## config.mk

```make
export PLATFORM = sky130hd
export DESIGN_NAME = execute_div_unit
export DESIGN_NICKNAME = d
export VERILOG_FILES = /design/src/rtl/execute_div_unit.sv
export SDC_FILE = /design/constraint.sdc
export NUM_CORES = 1
export LEC_CHECK = 0
export BUFFER_PORTS_ARGS = -buffer_cell sky130_fd_sc_hd__buf_2
export CELL_PAD_IN_SITES_DETAIL_PLACEMENT = 1
export CELL_PAD_IN_SITES_GLOBAL_PLACEMENT = 1
export CORE_ASPECT_RATIO = 1.1
export CORE_MARGIN = 4
export CORE_UTILIZATION = 35
export DETAILED_ROUTE_END_ITERATION = 10
export PLACE_DENSITY = 0.76
export SKIP_LAST_GASP = 1
export SLEW_MARGIN = 10
export SYNTH_ARGS = -nofsm -noshare
export SYNTH_HDL_FRONTEND = slang
export SYNTH_SLANG_ARGS = --single-unit
```

## constraint.sdc

```tcl
create_clock -name clk -period 5.5 [get_ports clk]
set_clock_uncertainty 0.05 [all_clocks]
set_input_delay 0.825 -clock clk [delete_from_list [all_inputs] [get_ports clk]]
set_output_delay 0.825 -clock clk [all_outputs]
set_load 0.1 [all_outputs]
```

## src/rtl/execute_div_unit.sv

```systemverilog
// Multi-cycle radix-2 restoring divider for DIV/DIVU in the Execute stage.
// Optional macro DIV_ZERO_FAST_EN: divide-by-zero completes one cycle after accept.
module execute_div_unit #(
    parameter int WIDTH = 32
) (
    input  logic               clk,
    input  logic               rst,
    input  logic               start_i,
    input  logic               signed_i,
    input  logic [WIDTH-1:0]   a_i,
    input  logic [WIDTH-1:0]   b_i,
    input  logic               flush_i,
    input  logic               hold_i,
    output logic               stall_o,
    output logic               ready_o,
    output logic [2*WIDTH-1:0] result_o
);
    localparam int CW = (WIDTH > 1) ? $clog2(WIDTH) : 1;
    localparam logic [CW-1:0] LAST_COUNT = CW'(WIDTH - 1);

    typedef enum logic [1:0] {
        IDLE = 2'd0,
        BUSY = 2'd1,
        DONE = 2'd2
    } state_t;

    state_t state_reg, state_next;

    logic [WIDTH-1:0]   divisor_reg;
    logic [WIDTH-1:0]   rem_reg;
    logic [WIDTH-1:0]   quot_reg;
    logic [WIDTH-1:0]   dividend_reg;
    logic [CW-1:0]      count_reg;
    logic               neg_q_reg;
    logic               neg_r_reg;
    logic               zero_reg;
    logic               ready_reg;
    logic [2*WIDTH-1:0] result_reg;

    logic               accept;
    logic               b_zero;
    logic               fast_zero;
    logic [WIDTH-1:0]   a_abs;
    logic [WIDTH-1:0]   b_abs;
    logic [WIDTH:0]     shifted;
    logic [WIDTH:0]     trial;
    logic               take;
    logic [WIDTH-1:0]   rem_step;
    logic [WIDTH-1:0]   quot_step;
    logic [WIDTH-1:0]   quot_final;
    logic [WIDTH-1:0]   rem_final;
    logic [2*WIDTH-1:0] busy_result;
    logic [2*WIDTH-1:0] zero_result;

    assign accept = (state_reg == IDLE) && start_i && !flush_i;
    assign b_zero = (b_i == '0);

`ifdef DIV_ZERO_FAST_EN
    assign fast_zero = b_zero;
`else
    assign fast_zero = 1'b0;
`endif

    // Magnitudes are taken only for DIV; DIVU operands pass through untouched.
    assign a_abs = (signed_i && a_i[WIDTH-1]) ? ('0 - a_i) : a_i;
    assign b_abs = (signed_i && b_i[WIDTH-1]) ? ('0 - b_i) : b_i;

    // Partial remainder is always below the divisor, so WIDTH+1 bits hold the trial
    // difference and its top bit alone tells whether the subtraction borrowed.
    assign shifted   = {rem_reg, quot_reg[WIDTH-1]};
    assign trial     = shifted - {1'b0, divisor_reg};
    assign take      = !trial[WIDTH];
    assign rem_step  = take ? trial[WIDTH-1:0] : shifted[WIDTH-1:0];
    assign quot_step = {quot_reg[WIDTH-2:0], take};

    assign quot_final  = neg_q_reg ? ('0 - quot_step) : quot_step;
    assign rem_final   = neg_r_reg ? ('0 - rem_step) : rem_step;
    assign busy_result = zero_reg ? {dividend_reg, {WIDTH{1'b1}}} : {rem_final, quot_final};
    assign zero_result = {a_i, {WIDTH{1'b1}}};

    always_ff @(posedge clk) begin
        if (rst) begin
            state_reg <= IDLE;
        end else begin
            state_reg <= state_next;
        end
    end

    always_comb begin
        state_next = state_reg;
        stall_o    = 1'b0;
        case (state_reg)
            IDLE: begin
                if (start_i && !flush_i) begin
                    stall_o    = 1'b1;
                    state_next = fast_zero ? DONE : BUSY;
                end
            end
            BUSY: begin
                stall_o = 1'b1;
                if (count_reg == LAST_COUNT) begin
                    state_next = DONE;
                end
            end
            DONE: begin
                if (!hold_i) begin
                    state_next = IDLE;
                end
            end
            default: state_next = IDLE;
        endcase
        // A flush discards whatever is in flight, including a same-cycle start.
        if (flush_i) begin
            state_next = IDLE;
        end
    end

    always_ff @(posedge clk) begin
        if (rst) begin
            divisor_reg  <= '0;
            rem_reg      <= '0;
            quot_reg     <= '0;
            dividend_reg <= '0;
            count_reg    <= '0;
            neg_q_reg    <= 1'b0;
            neg_r_reg    <= 1'b0;
            zero_reg     <= 1'b0;
            ready_reg    <= 1'b0;
            result_reg   <= '0;
        end else begin
            ready_reg <= (state_next == DONE);
            if (accept) begin
                divisor_reg  <= b_abs;
                rem_reg      <= '0;
                quot_reg     <= a_abs;
                dividend_reg <= a_i;
                count_reg    <= '0;
                neg_q_reg    <= signed_i && (a_i[WIDTH-1] ^ b_i[WIDTH-1]);
                neg_r_reg    <= signed_i && a_i[WIDTH-1];
                zero_reg     <= b_zero;
            end else if (state_reg == BUSY) begin
                rem_reg   <= rem_step;
                quot_reg  <= quot_step;
                count_reg <= count_reg + CW'(1);
            end
            // Result is written only on the transition into DONE and held otherwise.
            if (state_next == DONE && state_reg != DONE) begin
                result_reg <= (state_reg == IDLE) ? zero_result : busy_result;
            end
        end
    end

    assign ready_o  = ready_reg;
    assign result_o = result_reg;

endmodule

```

==> metrics.log, run 1 <==
[metrics] H-tree depth reported by CTS: 1
[metrics] maximum count of clock buffers along a single path: 3
[metrics] Reg2Reg Depth: 19
[metrics] worst relative slew slack: 21.12%
[metrics] reg2reg setup slack: ~0.38 ns
[metrics] number of violations of the max-capacitance limit: 0
[metrics] clock insertion delay at the later pin of the skew report: 0.53 ns
[metrics] Largest register FFs: 64
[metrics] Leakage: 5.781 nW
[metrics] cell chosen for the clock root: clkbuf_16
[metrics] R2R Path End: result_o[60]
[metrics] startpoint of the most critical hold path: dividend_reg[4]
[metrics] peak supply drop: 0.0001893 V
[metrics] Fmax: 195.1 MHz
[metrics] routed wire length per instance: 20.65 microns
[metrics] remaining global-route overflow: 0
[metrics] leading register cell type out of synthesis: dfxtp_1
[metrics] post-synthesis cell count: roughly 1.7k
[metrics] proportion of synthesized chip area in sequential cells: between 30% and 40%
[metrics] Residual DRC: 0
[metrics] area of the placeable core: about 0.037 sq mm
[metrics] pre-CTS WS: 0.3962 ns
[metrics] CTS Buf Count: 25
[metrics] part of the power in the clock network: approximately 38%
[metrics] Clock transition at path regs: 0.06 ns
[metrics] reg-to-reg critical path startpoint: quot_reg[31]
[metrics] total of cells resized after clock tree synthesis: 0
[metrics] pin count of the biggest net entering global routing: 103
[metrics] CTS tree: yes
[metrics] overall via count from detail_route: approximately 13k
[metrics] setup violators final: 0
[metrics] mean instance size in the synthesized netlist: around 7.6 sq um
[metrics] YS warnings: 0
[metrics] largest fanout on the critical path: 9
[metrics] Site Rows: 74
[metrics] final wirelength: approximately 48 mm
[metrics] # port buffers: ~140
[metrics] Least-Margin Pin Slew: 1.178 ns
[metrics] RSZ-0062 raised after global routing: no
[metrics] count of final hold-check violations: 0
[metrics] die extent in y: approximately 210 microns
[metrics] router iterations before antenna repair: 5
[metrics] Die Footprint: 0.04099 sq mm
[metrics] switching power: 1.700 mW
[metrics] first-pass GRT wire length: 75.22 mm
[metrics] net total in the final layout: 1917
[metrics] proportion of register bits with asynchronous set or reset after synthesis: 0%
[metrics] DR iter-0 viols: around 640
[metrics] placed wire-length estimate: about 36 mm
[metrics] result of the run: complete, no violations
[metrics] count of hold buffers inserted by post-cts repair: 0
[metrics] critical setup path kind: flip-flop to flip-flop
[metrics] I/O pins: about 140
[metrics] Starting Density: 35.56%
[metrics] synthesized cell area: ~0.013 sq mm
[metrics] share of total power in combinational logic: 30.2%
[metrics] Pint: 3.225 mW
[metrics] hold endpoint: dividend_reg[4]
[metrics] Synth-to-Final Area Change: 14.64%
[metrics] synthesized netlist net count: 1858
[metrics] number of antenna violations at the first check in global routing: 2
[metrics] GP Congestion: just under 0.9
[metrics] number of stages on the worst hold path: 2
[metrics] clock net sink count: 203
[metrics] critical path arrival: 5.52 ns
[metrics] number of synthesized flops with an enable pin: 0
[metrics] antenna diode instance count: 0
[metrics] crit path capture type: flip-flop
[metrics] #FFs+latches synth: 203
[metrics] routed via count divided by cell count: 5.684
[metrics] required time at the endpoint of the critical path: 5.89 ns
[metrics] layout cell share with drive strength beyond 1: 12.54%
[metrics] sum of negative setup slack: 0 ns
[metrics] total power density per cell area: 324.6 mW/mm^2
[metrics] final cycle utilization of the critical path: 93.18%
[metrics] post-route ant nets: 0
[metrics] Critical Path Source: quot_reg[31]
[metrics] number of global-route vias before repair: approximately 13k
[metrics] Final WS setup: 0.3752 ns
[metrics] fraction of power consumed by sequential logic: between 30% and 40%
[metrics] Switching Fraction: 34.53%
[metrics] chip width: 193.4 microns
[metrics] library cells used by synthesis: just under 80
[metrics] type of origin of the critical path: flip-flop
[metrics] hold crit path type: flip-flop to flip-flop
[metrics] overall routing resource usage: 22.38%
[metrics] number of max-slew violations in the final report: 0
[metrics] post-route minimum period: 5.125 ns
[metrics] count of buffers added by post-CTS timing repair for setup: 0
per-stage QoR:
| step | hold WS (ns) | instance area (sq um) | cells | total power [mW] | util (%) |
|---|---|---|---|---|---|
| global route | 0.4316 | 15170 | 2320 | 5.173 | 40.77 |
| finish | 0.4086 | 15170 | 2320 | 4.925 | 40.77 |
| global placement | 0.3898 | 14250 | 2275 | 3.063 | 38.27 |
| floorplan | 0.3811 | 13240 | 1749 | 2.654 | - |
| detailed placement | 0.3993 | 14250 | 2275 | 3.084 | 38.27 |
| CTS | 0.4079 | 15160 | 2320 | 4.948 | 40.73 |
metal layers:
metal  up-vias  GRT usage [%]  share of wire (%)
li1       6395              -                  -
met1      6437          27.98                 44
met2       269          38.57                 48
met3        87          2.562                3.5
met4         0          10.92                5.0
met5         -              0                  0
synthesized netlist by cell type, drive strengths merged, types with 6 or more instances:
cell    number  area [sq um]
a211oi     108         815.8
a21o        11         82.58
a21oi      126         645.6
a311oi      36         315.3
and2        12         75.08
and3        19         118.9
and4         7         63.81
buf         23         128.9
clkbuf     100         375.4
dfxtp      203          4064
ha          38         475.5
inv         56         210.2
mux2i       37         370.4
nand2      225         844.6
nand2b      13         81.33
nand3       22         110.1
nand3b      10         75.07
nand4       12         75.07
nor2       223         837.1
nor2b        6         37.54
nor3        41         205.2
nor3b       11         82.58
nor4        19         118.9
o211ai      13         97.59
o21a        11         82.58
o21ai       82         410.4
o31a         8         70.07
o31ai       23         172.7
o41ai       12         112.6
or3         21         131.4
or4         14         108.9
xnor2       48         420.4
xor2        79         691.9
area by class of cell:
type	instances	area [sq um]
fill	4606	22050
multi-input combinational	1367	8508
sequential	203	4065
timing repair buffer	155	857.1
clock buffer	33	695.7
tap	494	618.1
clock inverter	12	219.0
inverter	56	210.2
critical path, stage by stage (launching register included):
cell and delay [ns]:
dfxtp_1 0.35, inv_1 0.09, ha_1 0.22, fa_1 0.40
nand2b_1 0.21, a21bo_2 0.25, a211oi_1 0.38, or2_1 0.24
o221ai_4 0.17, buf_4 0.22, a21oi_1 0.26, ha_1 0.27
or4b_2 0.66, nor2_1 0.14, nand4_1 0.10, o31a_1 0.23
nor2_1 0.25, a31oi_1 0.15, xor2_1 0.17, a211oi_1 0.23
how the worst max path moves through the flow:
stage | endpoint | slack (ns)
2_1_floorplan | result_o[60] | 0.27
3_3_place_gp | result_o[60] | 0.55
3_5_place_dp | result_o[60] | 0.40
4_1_cts | result_o[60] | 0.31
5_1_grt | result_o[60] | 0.03
6_report | result_o[60] | 0.38
layout by cell type, fill, tap and decap left out, types with 6 or more instances in the layout:
cell       count
nand2_1      225
nor2_1       222
dfxtp_1      202
buf_2        134
a21oi_1      124
a211oi_1     107
o21ai_0       80
xor2_1        79
inv_1         56
xnor2_1       48
nor3_1        41
ha_1          38
mux2i_1       37
a311oi_1      36
clkbuf_16     25
o31ai_1       23
nand3_1       22
or3_1         21
and3_1        19
nor4_1        18
buf_4         18
o211ai_1      13
or4_1         13
nand2b_1      12
nand4_1       12
a21o_1        11
and2_1        11
o21a_1        11
o41ai_1       11
nor3b_1       10
nand3b_1      10
o31a_1         8
and4_1         6
bufinv_16      6
cells by family after synthesis:
| kind of cell | count (synthesis) | share of synthesized area (%) |
|---|---|---|
| adder cells (fa/ha/maj) | 39 | 3.744 |
| flip-flops | 203 | 30.71 |
| AND/OR/NAND/NOR | 668 | 23.19 |
| multiplexers | 42 | 3.224 |
| buffers and inverters | 179 | 5.398 |
| XOR/XNOR | 127 | 8.404 |
| AO/OA/AOI/OAI | 491 | 25.34 |
power groups by stage:
stage / clock network, mW / logic (mW) / registers (mW)
2_1_floorplan: 0 / 1.06 / 1.60
3_3_place_gp: 0 / 1.45 / 1.62
3_5_place_dp: 0 / 1.46 / 1.62
4_1_cts: 1.88 / 1.48 / 1.59
5_1_grt: 1.95 / 1.63 / 1.60
6_report: 1.85 / 1.49 / 1.59
Note: power is estimated with default switching activity, not from simulation.
==> run 2: changes to the inputs <==
- BUFFER_PORTS_ARGS: -buffer_cell sky130_fd_sc_hd__buf_2 -> -buffer_cell sky130_fd_sc_hd__buf_4
- CORE_UTILIZATION: 35 -> 40
- PLACE_DENSITY: 0.76 -> 0.84
==> metrics.log, run 2 (synthesized netlist as in run 1, its figures left out) <==
[metrics] crit-path cells: ha_1 > a21oi_1 > o21ai_0 > a22o_1 > nor4_1 > o221ai_4 > buf_4 > a21oi_1 > ha_1 > or4b_2 > nor2_1 > nand4_1 > o31a_1 > nor2_1 > a31oi_1 > xor2_1 > a211oi_1
[metrics] Site Rows: 69 (-6.8%)
[metrics] Starting Density: 40.77% (+5.2 points)
[metrics] most frequent cells in the layout: nand2_1 (225), nor2_1 (222), dfxtp_1 (202)
[metrics] clock net sink count: 203 (unchanged)
[metrics] Synth-to-Final Area Change: 15.90%
[metrics] routed wire length per instance: 20.43 microns (-1.1%)
[metrics] worst relative slew slack: 27.79% (+6.7 points)
[metrics] antenna diode instance count: 0 (unchanged)
[metrics] placed wire-length estimate: 34.62 mm (-4.2%)
[metrics] first-pass GRT wire length: 72.85 mm (-3.2%)
[metrics] critical path arrival: 5.45 ns (-0.07 ns)
[metrics] CTS Buf Count: 25 (unchanged)
[metrics] routed via count divided by cell count: 5.847 (+2.9%)
[metrics] Fmax: 197.5 MHz (+1.2%)
[metrics] chip width: 181.4 microns (-6.2%)
[metrics] hold crit path type: flip-flop to flip-flop
[metrics] sum of negative setup slack: 0 ns (unchanged)
[metrics] reg-to-reg critical path startpoint: rem_reg[14]
[metrics] area of all placed cells without fillers: 0.01534 sq mm (+1.1%)
[metrics] crit path capture type: flip-flop
[metrics] final wirelength: 46.06 mm (-3.9%)
[metrics] count of final hold-check violations: 0 (unchanged)
[metrics] GP Congestion: 0.9207 (+3.3%)
[metrics] Least-Margin Pin Slew: 1.082 ns (-0.09627 ns)
[metrics] H-tree depth reported by CTS: 1 (unchanged)
[metrics] Residual DRC: 0 (unchanged)
[metrics] area of the placeable core: 0.03246 sq mm (-13%)
[metrics] die extent in y: 198.8 microns (-6.2%)
[metrics] CTS tree: yes
[metrics] total power density per cell area: 311.6 mW/mm^2 (-4.0%)
[metrics] result of the run: complete, no violations
[metrics] maximum single-stage delay on the critical path: 0.67 ns (about the same)
[metrics] Die Footprint: 0.03607 sq mm (-12%)
[metrics] pin count of the biggest net entering global routing: 88 (-15%)
[metrics] cell chosen for the clock root: clkbuf_16
[metrics] most common cell after layout, fill and taps aside: nand2_1
[metrics] startpoint of the most critical hold path: divisor_reg[18]
[metrics] overall routing resource usage: 24.50% (+2.1 points)
[metrics] number of antenna violations at the first check in global routing: 0 (-2)
[metrics] Leakage: 5.809 nW (+0.48%)
[metrics] DR iter-0 viols: 909 (+42%)
[metrics] net total in the final layout: 1919 (+0.10%)
[metrics] number of violations of the max-capacitance limit: 0 (unchanged)
[metrics] reg2reg setup slack: 0.44 ns (+0.06 ns)
[metrics] layout cell share with drive strength beyond 1: 12.58% (+0.034 points)
[metrics] remaining global-route overflow: 0 (unchanged)
[metrics] clock insertion delay at the later pin of the skew report: 0.54 ns (about the same)
[metrics] Clock transition at path regs: 0.06 ns (about the same)
[metrics] number of stages on the worst hold path: 2 (unchanged)
[metrics] required time at the endpoint of the critical path: 5.89 ns (about the same)
[metrics] largest fanout on the critical path: 10 (+1)
[metrics] hold endpoint: divisor_reg[18]
[metrics] RSZ-0062 raised after global routing: no
[metrics] highest-delay cell along the critical path: or4b_2
[metrics] number of global-route vias before repair: 13.27k (+0.62%)
[metrics] type of origin of the critical path: flip-flop
[metrics] count of buffers added by post-CTS timing repair for setup: 0 (unchanged)
[metrics] router iterations before antenna repair: 5 (unchanged)
[metrics] R2R Path End: result_o[60]
[metrics] peak supply drop: 0.0002294 V (+21%)
[metrics] count of fill cells added during filler insertion: 4043 (-12%)
[metrics] critical setup path kind: flip-flop to flip-flop
[metrics] Reg2Reg Depth: 17 (-2)
[metrics] I/O pins: 136 (unchanged)
[metrics] post-route ant nets: 0 (unchanged)
[metrics] number of max-slew violations in the final report: 0 (unchanged)
[metrics] overall via count from detail_route: 13.19k (-0.023%)
[metrics] Largest register FFs: 64 (unchanged)
[metrics] post-route minimum period: 5.062 ns (-0.06275 ns)
[metrics] final cycle utilization of the critical path: 92.04% (-1.1 points)
[metrics] maximum count of clock buffers along a single path: 3 (unchanged)
[metrics] setup violators final: 0 (unchanged)
[metrics] count of hold buffers inserted by post-cts repair: 0 (unchanged)
[metrics] # port buffers: 135 (unchanged)
[metrics] cell area after placement: 0.01449 sq mm (+1.7%)
[run 2: cell count changes in the layout (fill, tap and decap cells not counted), moves of 2 or more]
cell       delta
bufinv_16     -3
inv_6         +2
buf_4       +138
clkinv_2      +4
buf_2       -134
[run 2: what timing repair did]
action / CTS / global route
endpoints found under the hold margin: 0 / 0
endpoints found under the setup margin: 0 / 3
resized for setup: 0 / 1
[run 2: per-layer routing]
metal	vias up	wire length [microns]	global-route usage (%)	share of wire [%]
li1	6398	-	-	-
met1	6447	20080	30.79	44
met2	269	22400	43.26	49
met3	71	1598	2.560	3.5
met4	0	1980	9.786	4.3
met5	-	0	0	0
[run 2: critical path: cells and delay by family, from the launching register on]
family | cells | cell delay, ns
AOI/OAI and AO/OA | 8 | 1.79
buffers and inverters | 1 | 0.25
and+or+nand+nor | 5 | 1.62
DFF | 1 | 0.46
adders and majority gates | 2 | 0.64
xor gates and xnor gates | 1 | 0.15
[run 2: how the worst max path moves through the flow]
stage / from / end / slack (ns)
after floorplan: divisor_reg[25] / result_o[60] / 0.27
after global placement: rem_reg[14] / result_o[60] / 0.54
after detailed placement: rem_reg[14] / result_o[60] / 0.43
after CTS: rem_reg[14] / result_o[52] / 0.38
after global routing: rem_reg[14] / result_o[48] / 0.05
final: rem_reg[14] / result_o[60] / 0.44
[run 2: stage by stage]
stage / cells / setup WS [ns] / total power, mW / hold WS, ns / util [%]
floorplan: 1749 / 0.2657 / 2.654 / 0.3811 / -
detailed placement: 2209 / 0.4265 / 3.080 / 0.3985 / 44.65
global placement: 2209 / 0.5436 / 3.052 / 0.3902 / 44.65
CTS: 2255 / 0.3849 / 4.787 / 0.4039 / 47.24
global route: 2255 / 0.05348 / 5.016 / 0.4248 / 47.26
finish: 2255 / 0.4380 / 4.780 / 0.4036 / 47.26
[run 2: where the power goes]
part           switching (mW)  internal, mW  total, mW
clock                   0.683          1.02       1.70
sequential             0.0650          1.53       1.59
combinational           0.942         0.542       1.48
[run 2: area by class of cell]
cell class	count	area (sq um)	share of cell area, %
multi-input combinational	1367	8499	55.41
clock buffer	32	681.9	4.445
sequential	203	4065	26.50
tap	426	533.0	3.475
inverter	56	210.2	1.370
timing repair buffer	157	1191	7.765
clock inverter	14	158.9	1.036
==> run 3: changes to the inputs <==
- CORE_UTILIZATION: 40 -> 44
- PLACE_DENSITY: 0.84 -> 0.88
- clock period: 5.5 -> 4.8 ns (I/O delays scaled with it)
==> metrics.log, run 3 (synthesized netlist as in run 1, its figures left out) <==
[metrics] result of the run: complete, no violations
[metrics] final wirelength: 48.07 mm (+4.4%)
[metrics] largest fanout on the critical path: 6 (-4)
[metrics] worst relative slew slack: 31.55% (+3.8 points)
[metrics] startpoint of the most critical hold path: flush_i
[metrics] clock net sink count: 203 (unchanged)
[metrics] DR iter-0 viols: 956 (+5.2%)
[metrics] crit path capture type: flip-flop
[metrics] pin count of the biggest net entering global routing: 77 (-13%)
[metrics] cell area after placement: 0.01458 sq mm (+0.60%)
[metrics] Die Footprint: 0.03292 sq mm (-8.7%)
[metrics] peak supply drop: 0.0002730 V (+19%)
[metrics] count of fill cells added during filler insertion: 3651 (-9.7%)
[metrics] most frequent cells in the layout: nand2_1 (224), nor2_1 (220), dfxtp_1 (199)
[metrics] highest-delay cell along the critical path: or4_4
[metrics] reg-to-reg critical path startpoint: divisor_reg[29]
[metrics] hold crit path type: primary input to flip-flop
[metrics] remaining global-route overflow: 0 (unchanged)
[metrics] maximum single-stage delay on the critical path: 0.54 ns (-0.13 ns)
[metrics] Clock transition at path regs: 0.06 ns (about the same)
[metrics] net total in the final layout: 1943 (+1.3%)
[metrics] Site Rows: 66 (-4.3%)
[metrics] total power density per cell area: 361.9 mW/mm^2 (+16%)
[metrics] cell chosen for the clock root: clkbuf_16
[metrics] area of all placed cells without fillers: 0.01562 sq mm (+1.8%)
[metrics] antenna diode instance count: 0 (unchanged)
[metrics] Fmax: 211.6 MHz (+7.1%)
[metrics] sum of negative setup slack: 0 ns (unchanged)
[metrics] maximum count of clock buffers along a single path: 3 (unchanged)
[metrics] Least-Margin Pin Slew: 1.025 ns (-0.05640 ns)
[metrics] number of antenna violations at the first check in global routing: 0 (unchanged)
[metrics] crit-path cells: inv_1 > ha_1 > a21oi_1 > o21ai_0 > a221o_1 > or4_4 > o221ai_4 > nor2_2 > a21oi_2 > ha_2 > nand2_1 > nor3_2 > nor4b_4 > nand4_1 > o31a_1 > nor2_2 > buf_4 > a21o_1 > xnor2_1 > o22ai_1
[metrics] most common cell after layout, fill and taps aside: nand2_1
[metrics] clock insertion delay at the later pin of the skew report: 0.53 ns (about the same)
[metrics] overall routing resource usage: 27.91% (+3.4 points)
[metrics] Residual DRC: 0 (unchanged)
[metrics] area of the multi-input gates: 0.008637 sq mm (+1.6%)
[metrics] post-route minimum period: 4.727 ns (-0.3351 ns)
[metrics] critical path arrival: 5.06 ns (-0.39 ns)
[metrics] number of global-route vias before repair: 13.90k (+4.8%)
[metrics] required time at the endpoint of the critical path: 5.14 ns (-0.75 ns)
[metrics] area of the placeable core: 0.02965 sq mm (-8.7%)
[metrics] router iterations before antenna repair: 5 (unchanged)
[metrics] routed via count divided by cell count: 6.102 (+4.4%)
[metrics] CTS tree: yes
[metrics] Hold Slack: 0.3838 ns (-0.01980 ns)
[metrics] I/O pins: 136 (unchanged)
[metrics] H-tree depth reported by CTS: 1 (unchanged)
[metrics] setup violators final: 0 (unchanged)
[metrics] sequential cell area: 0.004069 sq mm (about the same)
[metrics] Critical Path Source: divisor_reg[29]
[metrics] layout cell share with drive strength beyond 1: 15.14% (+2.6 points)
[metrics] Starting Density: 44.64% (+3.9 points)
[metrics] count of hold buffers inserted by post-cts repair: 0 (unchanged)
[metrics] number of violations of the max-capacitance limit: 0 (unchanged)
[metrics] first-pass GRT wire length: 75.96 mm (+4.3%)
[metrics] critical setup path kind: flip-flop to flip-flop
[metrics] chip width: 173.4 microns (-4.4%)
[metrics] Largest register FFs: 64 (unchanged)
[metrics] routed wire length per instance: 21.61 microns (+5.8%)
[metrics] overall via count from detail_route: 13.57k (+2.9%)
[metrics] Synth-to-Final Area Change: 18.02%
[metrics] placed wire-length estimate: 35.65 mm (+3.0%)
[metrics] final cycle utilization of the critical path: 98.48% (+6.4 points)
[metrics] die extent in y: 189.9 microns (-4.5%)
[metrics] post-route ant nets: 0 (unchanged)
[metrics] type of origin of the critical path: flip-flop
[metrics] GP Congestion: 0.9420 (+2.3%)
[metrics] number of max-slew violations in the final report: 0 (unchanged)
[metrics] Leakage: 5.947 nW (+2.4%)
[metrics] count of final hold-check violations: 0 (unchanged)
[metrics] # port buffers: 135 (unchanged)
[metrics] CTS Buf Count: 24 (-4.0%)
[metrics] cell with the most instances on the worst path: nor2_2
## run 3: changes by cell type in the layout (fill, tap and decap cells not counted), moves of 4 or more
cell	delta
o21ai_0	-4
o21ai_1	+4
buf_4	+25
ha_1	-5
## run 3: through the flow
step	std cells	util, %	total power [mW]	worst slack (ns)
finish	2224	52.69	5.653	0.07305
global placement	2175	49.18	3.521	0.1488
floorplan	1749	-	3.072	0.01326
detailed placement	2175	49.18	3.573	-0.08423
CTS	2221	52.25	5.602	0.006159
global route	2224	52.69	5.910	-0.02921
## run 3: layer usage
layer	routed length (microns)	GRT usage (%)
met1	19950	33.28
met2	24350	51.35
met3	1775	2.822
met4	2001	11.42
met5	0	0
## run 3: report_power, final
part | switching [mW] | total, mW | internal, mW
Clock | 0.774 | 2.00 | 1.22
Sequential | 0.0747 | 1.83 | 1.75
Combinational | 1.14 | 1.83 | 0.686
## run 3: path summary, 6_finish.rpt
path                            cells after the start  slack, ns                to
worst max register to register                     20       0.07      result_o[58]
worst min register to register                      2       0.41  dividend_reg[18]
worst min-delay path                                2       0.38           ready_o
worst max-delay path                               20       0.07      result_o[58]
## run 3: cell type report
class                   instances  share of cell area, %
inverters                      56                  1.346
well taps                     374                  2.996
multi-input cells            1367                  55.29
clock inverters                12                  1.105
repair buffers                182                  8.827
flip-flops and latches        203                  26.05
clock buffers                  30                  4.382
## run 3: worst max-delay path, delay by kind of cell (launching register included)
| family | cells | cell delay, ns |
|---|---|---|
| compound gates | 8 | 1.69 |
| simple gates | 7 | 1.60 |
| fa+ha+maj | 2 | 0.58 |
| flops | 1 | 0.33 |
| buf+inv | 2 | 0.17 |
| xor+xnor | 1 | 0.14 |
## run 3: repair_timing
action / CTS / global route
buffers inserted: 4 / 3
pin swaps: 7 / 9
gates resized for setup: 4 / 24
setup endpoints to repair: 10 / 15
